==> config.mk <==
export PLATFORM = sky130hd
export DESIGN_NAME = mem_request_master
export DESIGN_NICKNAME = d
export VERILOG_FILES = /design/src/rtl/mem_request_master_pkg.sv /design/src/rtl/mem_request_master_access_check.sv /design/src/rtl/mem_request_master.sv
export SDC_FILE = /design/constraint.sdc
export NUM_CORES = 1
export LEC_CHECK = 0
export ABC_AREA = 1
export CAP_MARGIN = 20
export CELL_PAD_IN_SITES_DETAIL_PLACEMENT = 0
export CELL_PAD_IN_SITES_GLOBAL_PLACEMENT = 1
export CORE_MARGIN = 5
export CORE_UTILIZATION = 25
export DETAILED_ROUTE_END_ITERATION = 8
export PLACE_DENSITY_LB_ADDON = 0.1
export SYNTH_ARGS = -nofsm -noshare
export SYNTH_HDL_FRONTEND = slang
export SYNTH_SLANG_ARGS = --single-unit
==> constraint.sdc <==
create_clock -name clock -period 1.7 [get_ports clock]
set_input_delay 0.17 -clock clock [delete_from_list [all_inputs] [get_ports clock]]
set_output_delay 0.17 -clock clock [all_outputs]
set_load 0.005 [all_outputs]
==> src/rtl/mem_request_master_pkg.sv <==
// Memory map, access-size encodings and FSM states shared by the memory request master
// and the exception logic. Lane helpers are used only when MEM_SUBWORD_EN is defined.
package mem_map_pkg;

    localparam int unsigned ADDR_W = 32;
    localparam int unsigned DATA_W = 32;

    localparam logic [ADDR_W-1:0] TEXT_BASE  = 32'h0040_0000;
    localparam logic [ADDR_W-1:0] TEXT_LIMIT = 32'h0040_0FFF;
    localparam logic [ADDR_W-1:0] DATA_BASE  = 32'h1001_0000;
    localparam logic [ADDR_W-1:0] DATA_LIMIT = 32'h1001_0FFF;

    localparam logic [1:0] SZ_WORD = 2'b00;
    localparam logic [1:0] SZ_HALF = 2'b01;
    localparam logic [1:0] SZ_BYTE = 2'b10;

    typedef enum logic [2:0] {
        ST_IDLE,
        ST_READ,
        ST_WRITE,
        ST_RESP,
        ST_FAULT
    } state_e;

    // Zero-extended lane of a word selected by size and byte offset.
    function automatic logic [DATA_W-1:0] lane_extract(input logic [DATA_W-1:0] word,
                                                       input logic [1:0]        size,
                                                       input logic [1:0]        off);
        logic [DATA_W-1:0] sh;
        logic [DATA_W-1:0] res;
        sh = word >> {off, 3'b000};
        case (size)
            SZ_BYTE: res = {24'h0, sh[7:0]};
            SZ_HALF: res = {16'h0, sh[15:0]};
            default: res = word;
        endcase
        return res;
    endfunction

    // Replace the addressed lane of word with the low bits of wdata.
    function automatic logic [DATA_W-1:0] lane_merge(input logic [DATA_W-1:0] word,
                                                     input logic [DATA_W-1:0] wdata,
                                                     input logic [1:0]        size,
                                                     input logic [1:0]        off);
        logic [DATA_W-1:0] mask;
        case (size)
            SZ_BYTE: mask = 32'h0000_00FF;
            SZ_HALF: mask = 32'h0000_FFFF;
            default: mask = 32'hFFFF_FFFF;
        endcase
        mask = mask << {off, 3'b000};
        return (word & ~mask) | ((wdata << {off, 3'b000}) & mask);
    endfunction

endpackage

==> src/rtl/mem_request_master_access_check.sv <==
// Combinational legality check of one access: address window by access kind plus
// natural alignment for the access size.
module mem_access_check
    import mem_map_pkg::*;
(
    input  logic [ADDR_W-1:0] address,
    input  logic [1:0]        size,
    input  logic              we,
    input  logic              is_fetch,
    output logic              legal
);

    logic in_text;
    logic in_data;
    logic aligned;

    always_comb begin
        in_text = (address >= TEXT_BASE) && (address <= TEXT_LIMIT);
        in_data = (address >= DATA_BASE) && (address <= DATA_LIMIT);
        case (size)
            SZ_WORD: aligned = (address[1:0] == 2'b00);
            SZ_HALF: aligned = (address[0] == 1'b0);
            SZ_BYTE: aligned = 1'b1;
            default: aligned = 1'b0;
        endcase
        if (is_fetch) begin
            legal = aligned && in_text;
        end else if (we) begin
            legal = aligned && in_data;
        end else begin
            legal = aligned && (in_text || in_data);
        end
    end

endmodule

==> src/rtl/mem_request_master.sv <==
// Initiator for the shared instruction/data memory port: arbitration, legality check,
// wait-state timing and acknowledge. Define MEM_SUBWORD_EN for half/byte accesses.
module mem_request_master
    import mem_map_pkg::*;
#(
    parameter int unsigned WAIT_CYCLES = 0,
    parameter int unsigned CNT_W       = 4
) (
    input  logic        clock,
    input  logic        clear_n,
    input  logic        ifetch_req,
    input  logic [31:0] ifetch_pc,
    output logic        ifetch_ack,
    output logic [31:0] instr,
    input  logic        data_req,
    input  logic        data_we,
    input  logic [1:0]  data_size,
    input  logic [31:0] data_addr,
    input  logic [31:0] data_wdata,
    output logic        data_ack,
    output logic [31:0] data_rdata,
    output logic        err,
    output logic [31:0] fault_addr,
    output logic [31:0] mem_address,
    output logic        mem_write,
    output logic [31:0] mem_write_data,
    input  logic [31:0] mem_read_data
);

    state_e             state_q, state_d;
    logic [CNT_W-1:0]   cnt_q, cnt_d;
    logic               is_fetch_q, is_fetch_d;
    logic [ADDR_W-1:0]  addr_q, addr_d;
    logic               ifetch_ack_q, ifetch_ack_d;
    logic               data_ack_q, data_ack_d;
    logic               err_q, err_d;
    logic [DATA_W-1:0]  instr_q, instr_d;
    logic [DATA_W-1:0]  data_rdata_q, data_rdata_d;
    logic [ADDR_W-1:0]  fault_addr_q, fault_addr_d;
    logic [ADDR_W-1:0]  mem_address_q, mem_address_d;
    logic               mem_write_q, mem_write_d;
    logic [DATA_W-1:0]  mem_write_data_q, mem_write_data_d;
`ifdef MEM_SUBWORD_EN
    logic               we_q, we_d;
    logic [1:0]         size_q, size_d;
    logic [DATA_W-1:0]  wdata_q, wdata_d;
`else
    logic               unused_size_c;
    assign unused_size_c = ^data_size;
`endif

    logic               sel_fetch_c;
    logic               sel_we_c;
    logic [1:0]         sel_size_c;
    logic [ADDR_W-1:0]  sel_addr_c;
    logic               legal_c;

    // Data requests win arbitration over fetches.
    always_comb begin
        sel_fetch_c = !data_req;
        sel_we_c    = data_req && data_we;
        sel_addr_c  = data_req ? data_addr : ifetch_pc;
`ifdef MEM_SUBWORD_EN
        sel_size_c  = data_req ? data_size : SZ_WORD;
`else
        sel_size_c  = SZ_WORD;
`endif
    end

    mem_access_check u_check (
        .address  (sel_addr_c),
        .size     (sel_size_c),
        .we       (sel_we_c),
        .is_fetch (sel_fetch_c),
        .legal    (legal_c)
    );

    always_ff @(posedge clock or negedge clear_n) begin
        if (!clear_n) begin
            state_q          <= ST_IDLE;
            cnt_q            <= '0;
            is_fetch_q       <= 1'b0;
            addr_q           <= '0;
            ifetch_ack_q     <= 1'b0;
            data_ack_q       <= 1'b0;
            err_q            <= 1'b0;
            instr_q          <= '0;
            data_rdata_q     <= '0;
            fault_addr_q     <= '0;
            mem_address_q    <= '0;
            mem_write_q      <= 1'b0;
            mem_write_data_q <= '0;
`ifdef MEM_SUBWORD_EN
            we_q             <= 1'b0;
            size_q           <= SZ_WORD;
            wdata_q          <= '0;
`endif
        end else begin
            state_q          <= state_d;
            cnt_q            <= cnt_d;
            is_fetch_q       <= is_fetch_d;
            addr_q           <= addr_d;
            ifetch_ack_q     <= ifetch_ack_d;
            data_ack_q       <= data_ack_d;
            err_q            <= err_d;
            instr_q          <= instr_d;
            data_rdata_q     <= data_rdata_d;
            fault_addr_q     <= fault_addr_d;
            mem_address_q    <= mem_address_d;
            mem_write_q      <= mem_write_d;
            mem_write_data_q <= mem_write_data_d;
`ifdef MEM_SUBWORD_EN
            we_q             <= we_d;
            size_q           <= size_d;
            wdata_q          <= wdata_d;
`endif
        end
    end

    always_comb begin
        state_d          = state_q;
        cnt_d            = cnt_q;
        is_fetch_d       = is_fetch_q;
        addr_d           = addr_q;
        ifetch_ack_d     = 1'b0;
        data_ack_d       = 1'b0;
        err_d            = 1'b0;
        instr_d          = instr_q;
        data_rdata_d     = data_rdata_q;
        fault_addr_d     = fault_addr_q;
        mem_address_d    = mem_address_q;
        mem_write_d      = 1'b0;
        mem_write_data_d = mem_write_data_q;
`ifdef MEM_SUBWORD_EN
        we_d             = we_q;
        size_d           = size_q;
        wdata_d          = wdata_q;
`endif

        case (state_q)
            ST_IDLE: begin
                if (data_req || ifetch_req) begin
                    is_fetch_d = sel_fetch_c;
                    addr_d     = sel_addr_c;
`ifdef MEM_SUBWORD_EN
                    we_d       = sel_we_c;
                    size_d     = sel_size_c;
                    wdata_d    = data_wdata;
`endif
                    if (!legal_c) begin
                        state_d = ST_FAULT;
                    end else if (sel_we_c && (sel_size_c == SZ_WORD)) begin
                        state_d          = ST_WRITE;
                        mem_address_d    = sel_addr_c;
                        mem_write_d      = 1'b1;
                        mem_write_data_d = data_wdata;
                    end else begin
                        state_d       = ST_READ;
                        cnt_d         = CNT_W'(WAIT_CYCLES);
                        mem_address_d = sel_addr_c;
                    end
                end
            end
            ST_READ: begin
                if (cnt_q == '0) begin
                    state_d = ST_RESP;
                    if (is_fetch_q) begin
                        instr_d = mem_read_data;
`ifdef MEM_SUBWORD_EN
                    end else if (we_q) begin
                        // Read-modify-write: merged word goes out in the WRITE cycle.
                        state_d          = ST_WRITE;
                        mem_write_d      = 1'b1;
                        mem_write_data_d = lane_merge(mem_read_data, wdata_q, size_q, addr_q[1:0]);
                    end else begin
                        data_rdata_d = lane_extract(mem_read_data, size_q, addr_q[1:0]);
                    end
`else
                    end else begin
                        data_rdata_d = mem_read_data;
                    end
`endif
                end else begin
                    cnt_d = cnt_q - CNT_W'(1);
                end
            end
            ST_WRITE: begin
                state_d = ST_RESP;
            end
            ST_RESP: begin
                state_d      = ST_IDLE;
                ifetch_ack_d = is_fetch_q;
                data_ack_d   = !is_fetch_q;
            end
            ST_FAULT: begin
                state_d      = ST_IDLE;
                ifetch_ack_d = is_fetch_q;
                data_ack_d   = !is_fetch_q;
                err_d        = 1'b1;
                fault_addr_d = addr_q;
            end
            default: begin
                state_d = ST_IDLE;
            end
        endcase
    end

    assign ifetch_ack     = ifetch_ack_q;
    assign instr          = instr_q;
    assign data_ack       = data_ack_q;
    assign data_rdata     = data_rdata_q;
    assign err            = err_q;
    assign fault_addr     = fault_addr_q;
    assign mem_address    = mem_address_q;
    assign mem_write      = mem_write_q;
    assign mem_write_data = mem_write_data_q;

endmodule

== Word level (Yosys, flattened, before mapping) ==
Index checks and enable logic that the tools add are counted.
Storage, ports and cells
  bits in registers: 204
  logic and storage cells: 70
  input port bits: 135
Cells by class
  multiplexer cells: 20
  bitwise operators: 1
  eq/ne operators: 9
  reductions and logical operators: 22
  add/sub/neg operators: 1
  magnitude comparators: 4
Operators by type and width (count)
  32-bit by 23-bit greater-or-equal comparator with 1-bit output (second input constant): 1
  32-bit by 29-bit greater-or-equal comparator with 1-bit output (second input constant): 1
  32-bit by 23-bit less-or-equal comparator with 1-bit output (second input constant): 1
  32-bit by 29-bit less-or-equal comparator with 1-bit output (second input constant): 1
  32-bit 2-to-1 mux: 1
  4-bit 2-to-1 mux: 4
  2-bit inequality test (second input constant): 5
  1-bit 2-to-1 mux: 9
  3-bit 2-to-1 mux: 3
  3-bit one-hot mux with 3 select lines: 1
  3-bit AND reduction: 3
  4-bit one-hot mux with 2 select lines: 1
  3-bit by 2-bit == test with 1-bit output (second input constant): 2
  1-bit logical AND: 6
  5-bit AND reduction: 1
  4-bit logical NOT: 1
  2-bit AND reduction: 2
  4-bit AND reduction: 1
  4-bit by 1-bit subtractor with 4-bit output (second input constant): 1
  3-bit by 1-bit == test with 1-bit output (second input constant): 1
  3-bit == test (second input constant): 1
  3-bit logical NOT: 1
  1-bit logical NOT: 2
  2-bit logical NOT: 1
  other kinds (5): 6

== Logic depth before layout (Yosys ltp) ==
Gate-level depths: netlist (run 1).
  depth in word-level cells: 10
  depth in mapped cells: 14
  gate-level depth less buffers: 12

== By module ==
A second synthesis (run 1) with hierarchy kept.
Unflattened totals
  cell total of the unflattened synthesis: 1012
  area total of the unflattened synthesis: 8490.6 um2
Modules (own cells, without submodules)
  mem_request_master: instances 1, cells an instance 963, area an instance 8284.2 um2, seq. area each 5104.9 um2
  mem_access_check: instances 1, cells an instance 49, area an instance 206.4 um2, seq. area each 0.0 um2

== Least setup slack after synthesis (run 1) ==
No wires, ideal clock.
  path kind: flip-flop to flip-flop
  start point: register state_q[2]
  end point: register data_rdata_q[10], in the netlist data_rdata[10]
  period minus slack after synthesis: 1747 ps
  stages on the path, launching flop included: 6
  setup time: 125 ps
  buffers on the path: 1
  required time: 1575 ps
  slack: -47 ps
  arrival: 1622 ps
  path through: dfrtp_1 nor2_1 nand2_1 nor3_1 buf_2 mux2_2
On the way
  longest elaborated chain between the ends: 2
Ends and longest elaborated chain
  start, declared: RTL line mem_request_master.sv:30  | state_e state_q, state_d;
  start signal, assigned: RTL line mem_request_master.sv:99  | state_q <= state_d;
  3-bit by 1-bit == test with 1-bit output: RTL line mem_request_master.sv:140  | case (state_q)
  3-bit AND reduction (no source line)
  end signal, assigned: RTL line mem_request_master.sv:107  | data_rdata_q <= data_rdata_d;
  end, declared: RTL line mem_request_master.sv:38  | logic [DATA_W-1:0] data_rdata_q, data_rdata_d;
No other way between the ends.
A chain may end at the register's enable or synchronous reset.

== Final worst setup path (run 1) ==
  start point: register state_q[2]
  end point: register instr_q[19], in the netlist instr[19]
On the way
  longest elaborated chain between the ends: 2
Ends and longest elaborated chain
  3-bit by 1-bit == test with 1-bit output: RTL line mem_request_master.sv:140
  3-bit AND reduction (no source line)
  end signal, assigned: RTL line mem_request_master.sv:106  | instr_q <= instr_d;
  end, declared: RTL line mem_request_master.sv:37  | logic [DATA_W-1:0] instr_q, instr_d;
No other way between the ends.

==> results.txt, run 1 <==
The flow ran to the end, and the final reports show no timing, DRC or antenna violations. The clock period minus final worst setup slack is 1.654 ns. The count of filler cells inserted in the layout came out at 3315.

The most congested layer reported by global routing was met2. The number of DRC violations after detailed routing was 0; the timing-limited maximum frequency was 604.7 MHz. Overall power consumption after layout is estimated at 19.05 mW. In the finished design, the share of the clock period the worst path needs comes to 97.28%. The worst path required time came out at 2.11 ns.

The critical path launch point type was a register. The tools report the critical register-to-register path startpoint as state_q[2]. Across all hold checks on the routed design, the worst slack comes to 0.1169 ns. Averaged over all synthesized cells, the footprint is 9.702 um^2.

Counting flops and latches in the post-synthesis netlist gives 204. The fraction of met1 tracks used by global routing is 17.45%, and the synthesized cell area is 0.008237 mm^2. The clock drives 204 sinks. IR analysis of the VDD net gives a maximum drop of 0.6046 mV.

After the first detailed-routing iteration, the DRC count stood at 242. The fraction of post-synthesis cell area in the top cell type by area was 61.98%; the floorplan die height was 191.5 um. In this run the static leakage power is 6.413 nW. The final design instance area without fill came out at 0.01322 mm^2. The pin count of the biggest net entering global routing was 64. The power per unit of standard cell area was 1441 mW/mm^2; the number of vias in the routed layout was 6686. Of all nets on the critical path, the largest fanout is 8. Relative to the synthesized area, the layout overhead comes to 60.46%. The tools report the critical path capture point type as a register.

In this run the deepest clock path goes through 3 buffers. The tools report the worst-case register-to-register setup slack as 0.05 ns. For the worst-skew pair, the clock arrives at the later sink with an insertion delay of 0.53 ns.

The number of H-tree levels came out at 1. The run gives -0.6371 ns as the post-placement setup slack. At the pin with the least slew margin, the transition time is 0.3601 ns. The repair_antennas step left the layout with diodes totalling 0.

The run gives 0.03254 mm^2 as the total core area. Routability-driven placement finished with a final weighted congestion of 0.7134. Number of buffers added on ports: 296. The cell area after placement was 0.01209 mm^2; the number of instances in the synthesized netlist was 849. The sequential fraction of the synthesis area is 61.98%, and the path depth of the worst reg2reg path is 6. The total number of nets in the final design is 1337. The relative max-transition margin was 76.00%.

The first detailed-routing pass took 4 iterations. Synthesis produced a netlist with a net count of 986. The run gives 0 as the final count of pins violating max slew.

The largest area contributor in the synthesized netlist is dfrtp_1. For the setup skew after layout, the log shows 0.01065 ns. The setup path with the least slack is of type register to register. The tools report the destination of the worst register-to-register timing path as instr[19].

The count of nets left with antenna violations once routing finished came out at 0. Ranked by total cell area, the synthesized netlist is headed by dfrtp_1 62%, nand2_1 17%, mux2_2 8.7%, inv_1 3.3%, o21ai_0 2.6%. The routing usage on met2 was 21.26%; the met3 layer usage reported by global route was 4.511%. Cells with a size suffix above 1 make up 15.66% of the layout. For this run the aggregate overflow at the end of global routing stands at 0.

Floorplan row count: 66. The logs give 2.06 ns for the signal arrival time at the worst endpoint and 0 for the count of synthesis-stage warnings from yosys. The final-report hold violation count came out at 0. TritonCTS built the clock tree. Adding up every negative setup slack in the final design gives 0 ns. The starting density of the core came out at 25.32%. Summed over all nets, the half-perimeter wirelength after detailed placement is 17680 um. The horizontal die dimension works out to 191.5 um.

The root buffer cell chosen for the clock tree is clkbuf_16. For the via count of the first global-routing pass, the log shows 7003. The die area is 0.03668 mm^2. Clock-pin slew was measured on the worst setup and hold paths at 0.06 ns.

I/O pin count: 299. The tools report the launching element of the worst setup path as state_q[2]. For this run, the total global-route usage over all layers was measured as 13.28%. The detailed-route wire length per cell is 15.36 um. The number of antenna violations at the first check in global routing is 0, and the worst path setup slack after routing is 0.04623 ns.

The type of the tightest min-delay check is input port to async pin. Setup repair after global routing could not meet its margin everywhere. Using the TritonRoute via totals, the vias-per-cell ratio works out to 4.023. The number of clock buffers added by TritonCTS is 26. The first global-routing pass estimated 39000 um of wire. Across the run, the number of max-cap violations was 0. The routed design has 25530 um of wire. The netlist uses 24 different library cells.

Setup violations remaining at the end of the flow were counted as 0.
repair_timing:
item,CTS,global route
cloned,1,5
buffers inserted,0,7
hold buffers,1,0
setup endpoints to repair,62,145
hold endpoints to repair,204,0
gates resized for setup,6,30
pin swaps,0,2
synthesized netlist by cell type:
cell      number
nand2_1      366
nor2_1        24
dfrtp_1      204
nand3b_4       1
and2_4         1
ha_1           2
buf_1          1
nor3_1         3
buf_6          5
inv_2          3
nand4_1        1
nand3_1       16
nor2_2         2
xnor2_1        2
nand3_4        1
buf_4          6
o21bai_1       1
o21ai_0       43
a21oi_1        1
clkbuf_1      16
mux2_2        64
o21ai_1        6
inv_1         72
buf_2          8
where the power goes:
part / internal (mW) / switching (mW)
logic: 3.97 / 2.66
registers: 6.42 / 0.733
clock network: 3.12 / 2.14
total: 13.5 / 5.54
final cells by class:
class	count	area (um^2)	area share, %
Timing Repair Buffer	359	3731	28.23
Clock inverter	9	48.80	0.3692
Clock buffer	39	770.7	5.832
Tap cell	442	553.0	4.184
Sequential cell	204	5106	38.63
Inverter	75	286.5	2.168
Multi-Input combinational cell	534	2720	20.58
critical path: stages, from the launching register on:
cell	delay, ns
dfrtp_2	0.43
nor2_4	0.12
nand2_2	0.10
nor3_4	0.24
buf_6	0.16
clkbuf_16	0.16
mux2_2	0.32
worst max-delay path by stage:
stage,to,depth (start not counted),slack (ns)
2_1_floorplan,data_rdata[10],5,-0.05
3_3_place_gp,mem_write_data[2],14,-0.58
3_5_place_dp,mem_write_data[8],14,-0.64
4_1_cts,mem_write_data[26],9,0.009
5_1_grt,mem_write_data[9],9,-0.01
6_report,instr[19],6,0.05
cells in the final DEF, fill, tap and decap left out, types with 3 or more instances in the layout:
cell | netlist | final
nand3_1 | 16 | 16
dfrtp_1 | 204 | 203
clkdlybuf4s50_1 | 0 | 294
o21ai_0 | 43 | 41
nor2_4 | 0 | 3
buf_12 | 0 | 14
inv_2 | 3 | 5
nand2_1 | 366 | 363
buf_6 | 5 | 3
inv_1 | 72 | 69
clkbuf_1 | 16 | 7
buf_4 | 6 | 39
clkbuf_16 | 0 | 31
clkinv_2 | 0 | 8
nor2_1 | 24 | 19
o21ai_1 | 6 | 8
clkbuf_8 | 0 | 6
nor2_2 | 2 | 4
mux2_2 | 64 | 64
per-stage QoR:
| step | util [%] | cells |
|---|---|---|
| detailed placement | 37.16 | 1600 |
| global route | 40.62 | 1662 |
| finish | 40.62 | 1662 |
| CTS | 39.85 | 1650 |
| global placement | 37.16 | 1600 |
| floorplan | - | 849 |
routing by layer:
layer  vias to the layer above  part of all wire, %
met5                         -                    0
met4                         0                  1.9
met3                        31                  8.1
met2                       201                   45
met1                      3124                   45
li1                       3330                    -
state kept, by name (all words and copies together) (netlist names):
register	count
is_fetch_q	1
err	1
addr_q	32
instr	32
cnt_q	4
fault_addr	32
data_ack	1
ifetch_ack	1
mem_write	1
mem_write_data	32
data_rdata	32
mem_address	32
state_q	3
cell families (layout without fill, tap and decap cells):
| group | after synthesis | in the layout | share of synthesized area (%) |
|---|---|---|---|
| DFF | 204 | 204 | 61.98 |
| muxes | 64 | 64 | 8.750 |
| AOI/OAI and AO/OA | 51 | 51 | 3.129 |
| buffers and inverters | 111 | 482 | 5.909 |
| xor gates and xnor gates | 2 | 2 | 0.2127 |
| and+or+nand+nor | 415 | 415 | 19.72 |
| adders and majority gates | 2 | 2 | 0.3038 |
Power figures use the tool's default switching activity.
==> run 2: changes to the inputs <==
--- a/config.mk
+++ b/config.mk
@@ -9,8 +9,9 @@
 export CAP_MARGIN = 20
 export CELL_PAD_IN_SITES_DETAIL_PLACEMENT = 0
 export CELL_PAD_IN_SITES_GLOBAL_PLACEMENT = 1
+export CORE_ASPECT_RATIO = 0.8
 export CORE_MARGIN = 5
-export CORE_UTILIZATION = 25
+export CORE_UTILIZATION = 30
 export DETAILED_ROUTE_END_ITERATION = 8
 export PLACE_DENSITY_LB_ADDON = 0.1
 export SYNTH_ARGS = -nofsm -noshare
==> run 2 against run 1 <==
Worst hold slack gained 0.038 ns. Cell area is 1.4% lower. Clock skew up 0.0046 ns. Combinational power fell by 2%. Sequential power hardly changed. Worst setup slack worse by 0.0047 ns. Via count shrank 0.61%. Critical endpoint is now data_rdata[0].
==> results.txt, run 2 (same netlist as run 1, synthesis figures left out) <==
The run finished with clean final reports. In the final layout, the multi-input gates occupy 0.002695 mm^2. The tool flagged a number of max-cap violations equal to 0. In the final routed layout, each cell accounts on average for 15.91 um.

After detailed routing, the number of vias per cell comes to 4.208. For the final count of pins violating max slew, the log shows 0. The worst-case register-to-register setup slack was 0.04 ns. Traced cell by cell, the critical path runs through nor2_2 > nand2_2 > nor3_4 > buf_6 > clkbuf_16 > mux2_2. The type of the tightest min-delay check was input port to async pin. The final design instance area without fill is 0.01303 mm^2.

The completed layout was analyzed and its total power is 18.83 mW. The repair_antennas step left the layout with diodes totalling 0. The number of nets with antenna violations after detailed routing is 0. The logs give 6806 for the via count of the first global-routing pass and 233 for the initial detailed-routing violation count.

Signal arrival time at the worst endpoint: 2.05 ns. Detailed placement finished with a half-perimeter wire length of 17820 um. The top cell types in the final layout, fill and taps aside, are 364 x nand2_1, 294 x clkdlybuf4s50_1, 204 x dfrtp_1. The relative max-transition margin was 67.98%; the combined buffer and inverter count along the critical path was 2. Final setup violation count: 0. The logs give 25120 um for the overall routed net length and 0 for the total congestion overflow after global routing.

The clock latency on the worst-skew pair is 0.51 ns. The logs give 1 for the number of H-tree levels and 299 for the I/O pin count. The run gives 0 as the final-report hold violation count. In this run the worst path has a maximum fanout of 8.

Once the floorplan was initialized, standard cells occupied 30.33% of the core. The critical path capture point type is a register. Setup repair after global routing could not meet its margin everywhere. The number of logic stages on the critical path including buffering was 6; the worst hold margin was 0.1553 ns. The total core area is 0.02716 mm^2, and the clock slew seen by the registers of the worst setup and hold paths is 0.06 ns.

The tools report the critical register-to-register path startpoint as state_q[2]. Dividing total power by cell area gives a power density of 1445 mW/mm^2. Buffers placed on the I/O ports in this run total 296. The number of vias in the routed layout came out at 6645. Based on the critical path, the design can be clocked at up to 603.0 MHz.

Summing all placed instances gives a cell area of 0.01202 mm^2. The total number of nets in the final design is 1336. The tools report the worst path required time as 2.09 ns.

The floorplan has 54 rows. Global routing used 15.35% of the available tracks across all layers. The first global-routing pass estimated 38360 um of wire. At the pin with the least slew margin, the transition time is 0.4802 ns.

The die covers 0.03089 mm^2. Cell with the largest stage delay on the worst path: dfrtp_1. The die is 195.3 um wide. Counting along the longest clock path gives a buffer depth of 3.

TritonCTS built the clock tree. The run gives 0.7781 as the final estimated routing congestion in global placement. The floorplan die height is 158.2 um, and the area of all sequential standard cells is 0.005105 mm^2. The first detailed-routing pass ran for 4 iterations.

The worst register-to-register path has a depth of 6. Leaving out fill and tap cells, the most frequent cell in the layout is nand2_1. The final cycle utilization of the critical path came out at 97.56%. After detailed routing, the number of remaining DRC violations is 0. The kind of cell with the highest combined delay along the critical path is simple AND/OR/NAND/NOR gates. The largest single stage delay on the critical path is 0.41 ns. The destination of the worst register-to-register timing path was data_rdata[0]. The worst-case IR drop observed on VDD is 0.7231 mV.

The class of the most critical setup path is register to register. On the final layout, the worst clock skew is 0.01523 ns. The run gives 0 as the number of antenna violations at the first check in global routing. The cell chosen for the clock root was clkbuf_16. In the final layout, the share of cells above drive strength 1 is 14.90%.

The run gives 204 as the number of clock sinks seen by CTS. After filler insertion, the fill cell instance count of the layout stands at 2631. The tools report the critical path launch point type as a register. Entering global routing, the biggest net connects 57 pins. The worst path needs 1.658 ns of the cycle, external delays included.

Compared with the post-synthesis result, the final layout area differs by 58.18%. Total CTS buffers: 23. In this run the static leakage power is 6.387 nW.
==> run 2: cell types whose count changed in the layout (fill, tap and decap cells not counted), moves of 3 or more <==
cell       change
clkbuf_16      -3
nor2_1         +3
bufinv_16      +3
buf_4          +7
clkinv_2       -6
nor2_4         -3
==> run 2: timing repair <==
| item | 4_1_cts | 5_1_grt |
|---|---|---|
| hold buffers | 1 | 0 |
| hold endpoints to repair | 86 | 0 |
| cloned | 0 | 5 |
| setup endpoints to repair | 71 | 140 |
| setup buffers | 0 | 5 |
| resized for setup | 2 | 22 |
==> run 2: power by group <==
part / total, mW / internal [mW] / switching, mW
sequential: 7.17 / 6.42 / 0.749
combinational: 6.51 / 3.90 / 2.61
clock: 5.15 / 3.21 / 1.95
==> run 2: area by class of cell <==
class / count / share of cell area [%]
Sequential cell: 204 / 39.18
Timing Repair Buffer: 361 / 28.38
Multi-Input combinational cell: 534 / 20.69
Tap cell: 364 / 3.496
Clock inverter: 6 / 0.8355
Clock buffer: 35 / 5.224
Inverter: 75 / 2.199
==> run 2: worst max-delay path by stage <==
stage	from	end	slack, ns
2_1_floorplan	state_q[2]	data_rdata[10]	-0.05
3_3_place_gp	data_req	mem_write_data[17]	-0.63
3_5_place_dp	data_req	mem_address[6]	-0.67
4_1_cts	state_q[2]	instr[15]	-0.01
5_1_grt	state_q[2]	data_rdata[4]	-0.03
6_report	state_q[2]	data_rdata[0]	0.04
==> run 2: through the flow <==
step,setup slack (ns),util (%),TNS (ns),std cells
finish,0.04156,47.97,0,1579
global route,-0.02880,47.97,-0.3333,1579
CTS,-0.01053,47.20,-0.01884,1569
detailed placement,-0.6672,44.25,-49.27,1527
global placement,-0.6260,44.25,-46.50,1527
floorplan,-0.04676,-,-2.805,849
==> run 2: worst reg2reg max path: stages, from the launching register on <==
cell and delay [ns]:
dfrtp_1 0.41, nor2_2 0.14, nand2_2 0.11, nor3_4 0.24, buf_6 0.16, clkbuf_16 0.16
mux2_2 0.33
==> run 2: per-layer routing <==
metal / global-route usage (%) / wire (um) / vias up
met5: 0 / 0 / -
met1: 21.37 / 11520 / 3090
met2: 22.64 / 10720 / 196
met3: 5.915 / 2253 / 37
met4: 3.888 / 622 / 0
li1: - / - / 3322
==> run 3: changes to the inputs <==
--- a/config.mk
+++ b/config.mk
@@ -11,7 +11,8 @@
 export CELL_PAD_IN_SITES_GLOBAL_PLACEMENT = 1
 export CORE_ASPECT_RATIO = 0.8
 export CORE_MARGIN = 5
-export CORE_UTILIZATION = 30
+export CORE_UTILIZATION = 33
+export CTS_CLUSTER_DIAMETER = 30
 export DETAILED_ROUTE_END_ITERATION = 8
 export PLACE_DENSITY_LB_ADDON = 0.1
 export SYNTH_ARGS = -nofsm -noshare
==> constraint.sdc (replaced) <==
create_clock -name clock -period 1.9 [get_ports clock]
set_input_delay 0.19 -clock clock [delete_from_list [all_inputs] [get_ports clock]]
set_output_delay 0.19 -clock clock [all_outputs]
set_load 0.005 [all_outputs]
==> run 3 against run 2 <==
Final cell count shrank 1.6%. Non-clock buffer count down 20. Worst hold slack improved by 0.037 ns. Critical path depth decreased by 1. Largest power group is now the clock network. Count of clock-buffer cells in the layout rose by 26. Maximum frequency shrank 4.5%. Sequential share of layout area shrank 1.1 points. Highest routed layer unchanged. Largest cell class unchanged. Worst setup slack improved by 0.12 ns. Utilization increased by 6.9 points.
==> results.txt, run 3 (same netlist as run 1, synthesis figures left out) <==
The run finished with clean final reports. The tightest min-delay check is of the input port to async pin type. The overall routing resource usage was 16.58%; the slew of the pin with the lowest slew margin was 0.7686 ns. Dividing the detail-routed wire length by the instance count gives 15.23 um.

The worst setup path is launched from a register. The average via count per standard cell was 4.305. Setup repair after global routing left no endpoint under its margin. The combined buffer and inverter count along the critical path was 1; the met1 wire length was 10780 um. The number of cells on the worst reg-to-reg path is 5. The number of nets with antenna violations after detailed routing is 0, and the starting density of the core is 33.70%. The final-report hold violation count came out at 0. Entering global routing, the biggest net connects 50 pins. The sequential cells in the finished layout cover a total of 0.005105 mm^2. At the worst endpoint, the arrival time is 2.12 ns. TritonCTS built the clock tree. Clock period minus final worst setup slack: 1.736 ns.

The clock slew seen by the registers of the worst setup and hold paths works out to 0.04 ns. In the layout the commonest cells are 366 x nand2_1, 294 x clkdlybuf4s50_1, 204 x dfrtp_1. In the routed design, unresolved DRC markers number 0.

The cell chosen for the clock root was clkbuf_16. The final cycle utilization of the critical path was 91.38%. From synthesis to final layout, the design area changed by 62.74%. Final count of pins violating max slew: 0. The clock passes through at most 3 buffers. At the later pin of the worst-skew pair, clock insertion delay measures 0.51 ns. The post-route netlist has 15.38% of its cells at a drive strength greater than 1. The number of clock buffers added by TritonCTS is 44.

The relative max-transition margin was 48.68%. The destination of the worst register-to-register timing path is data_rdata[31]. The detailed-router iteration count before antenna repair is 6.

The worst register-to-register path begins at state_q[2]. Cells fill 54.85% of the core in the end. The tool flagged a number of max-cap violations equal to 0. Port buffering added 296 buffers. The horizontal die dimension works out to 186.6 um. The total core area was 0.02444 mm^2. The critical path capture point type was a register.

The first global-routing pass estimated 38280 um of wire. The run gives 0.16 ns as the worst-case register-to-register setup slack. The uppermost signal routing layer after detailed routing was met4. Summed over all cells, the static leakage comes to 6.603 nW.

The maximum cell stage delay along the critical path came out at 0.39 ns. In this run the worst path has a maximum fanout of 32. Post-CTS timing repair inserted 0 buffers for setup. The number of H-tree levels is 2. The logs give 7139 for the via count of the first global-routing pass and 299 for the I/O pin count.

The cell family contributing the most delay on the critical path is simple AND/OR/NAND/NOR gates. For this design the ratio of total power to cell area is 1451 mW/mm^2. Number of clock sinks seen by CTS: 204. Floorplan die height: 151.3 um.

The wire length on met3 is 2246 um. Leaving out fill and tap cells, the most frequent cell in the layout is nand2_1. Summing over every cut layer, the via total after detailed routing is 6685. The final setup TNS was 0 ns; the count of filler cells inserted in the layout was 2249. The detailed router finished its first iteration with 219 violations. Setup violations remaining at the end of the flow were counted as 0. The logs give 576.0 MHz for the timing-limited maximum frequency and 16800 um for the half-perimeter wire length of the detailed placement result.

The tools report the worst path required time as 2.28 ns. The worst setup path is of the register to register kind. For this run, the post-layout net count is 1337.

Traced cell by cell, the critical path runs through nor2_1 > nand2_1 > nor3_2 > buf_12 > mux2_2. In the detailed route, the total length drawn on met2 is 10250 um. In the final layout, the multi-input gates occupy 0.002655 mm^2.

0 antenna diodes ended up in the layout. Row generation in the floorplan step produced 51 rows. For this run the aggregate overflow at the end of global routing stands at 0. The slowest stage of the critical path belongs to the cell dfrtp_1.

Wires add up to 23650 um. The die covers 0.02824 mm^2. The logs give 0.01835 ns for the setup skew after layout and 0.7117 mV for the maximum VDD drop. The logs give 0 for the number of antenna violations at the first check in global routing and 0.7630 for the final estimated routing congestion in global placement.
[run 3: changes by cell type in the layout (fill, tap and decap cells not counted), moves of 4 or more]
cell	previous run	this run
buf_4	46	31
clkbuf_1	6	10
clkbuf_16	28	46
clkinv_2	2	10
[run 3: worst max path at each step]
stage	startpoint	endpoint	slack, ns	depth (start not counted)
6_report	state_q[2]	data_rdata[31]	0.16	5
5_1_grt	state_q[2]	data_rdata[31]	0.009	5
4_1_cts	data_req	mem_write_data[31]	0.02	13
3_5_place_dp	data_req	mem_write_data[31]	-0.52	13
3_3_place_gp	data_req	mem_write_data[31]	-0.47	13
2_1_floorplan	state_q[2]	data_rdata[10]	0.15	5
[run 3: power breakdown]
group / internal [mW] / switching (mW) / leakage (nW)
logic: 3.29 / 2.25 / 3.25
registers: 5.76 / 0.645 / 2.62
clock network: 5.22 / 2.29 / 0.733
total: 14.3 / 5.18 / 6.60
[run 3: stage by stage]
step	setup WS, ns	cell area (um^2)	cells	power, mW	hold slack (ns)
floorplan	0.1532	8237	849	8.712	-0.1056
global route	0.008746	13400	1553	20.70	0.1993
CTS	0.01693	13380	1552	19.78	0.1945
finish	0.1638	13400	1553	19.45	0.1928
global placement	-0.4714	11880	1470	12.00	0.1714
detailed placement	-0.5222	11880	1470	12.11	0.1744
[run 3: what timing repair did]
action,4_1_cts,5_1_grt
hold endpoints to repair,43,0
setup endpoints to repair,0,68
hold buffers,1,0
gates resized for setup,0,3
[run 3: cell type report]
class,instances,area share [%]
multi-input cells,534,19.81
flip-flops and latches,204,38.08
clock buffers,61,9.297
inverters,75,2.100
well taps,318,2.968
clock inverters,20,1.802
repair buffers,341,25.94
[run 3: worst reg2reg max path, delay by kind of cell (launching register included)]
kind          cells  cell delay [ns]
mux               1             0.39
simple gates      3             0.60
flops             1             0.39
buf+inv           1             0.25
[run 3: layer usage]
metal / vias up / global-route usage, %
met3: 33 / 7.396
met1: 3079 / 22.02
met5: - / 0
li1: 3341 / -
met4: 0 / 3.969
met2: 232 / 25.07
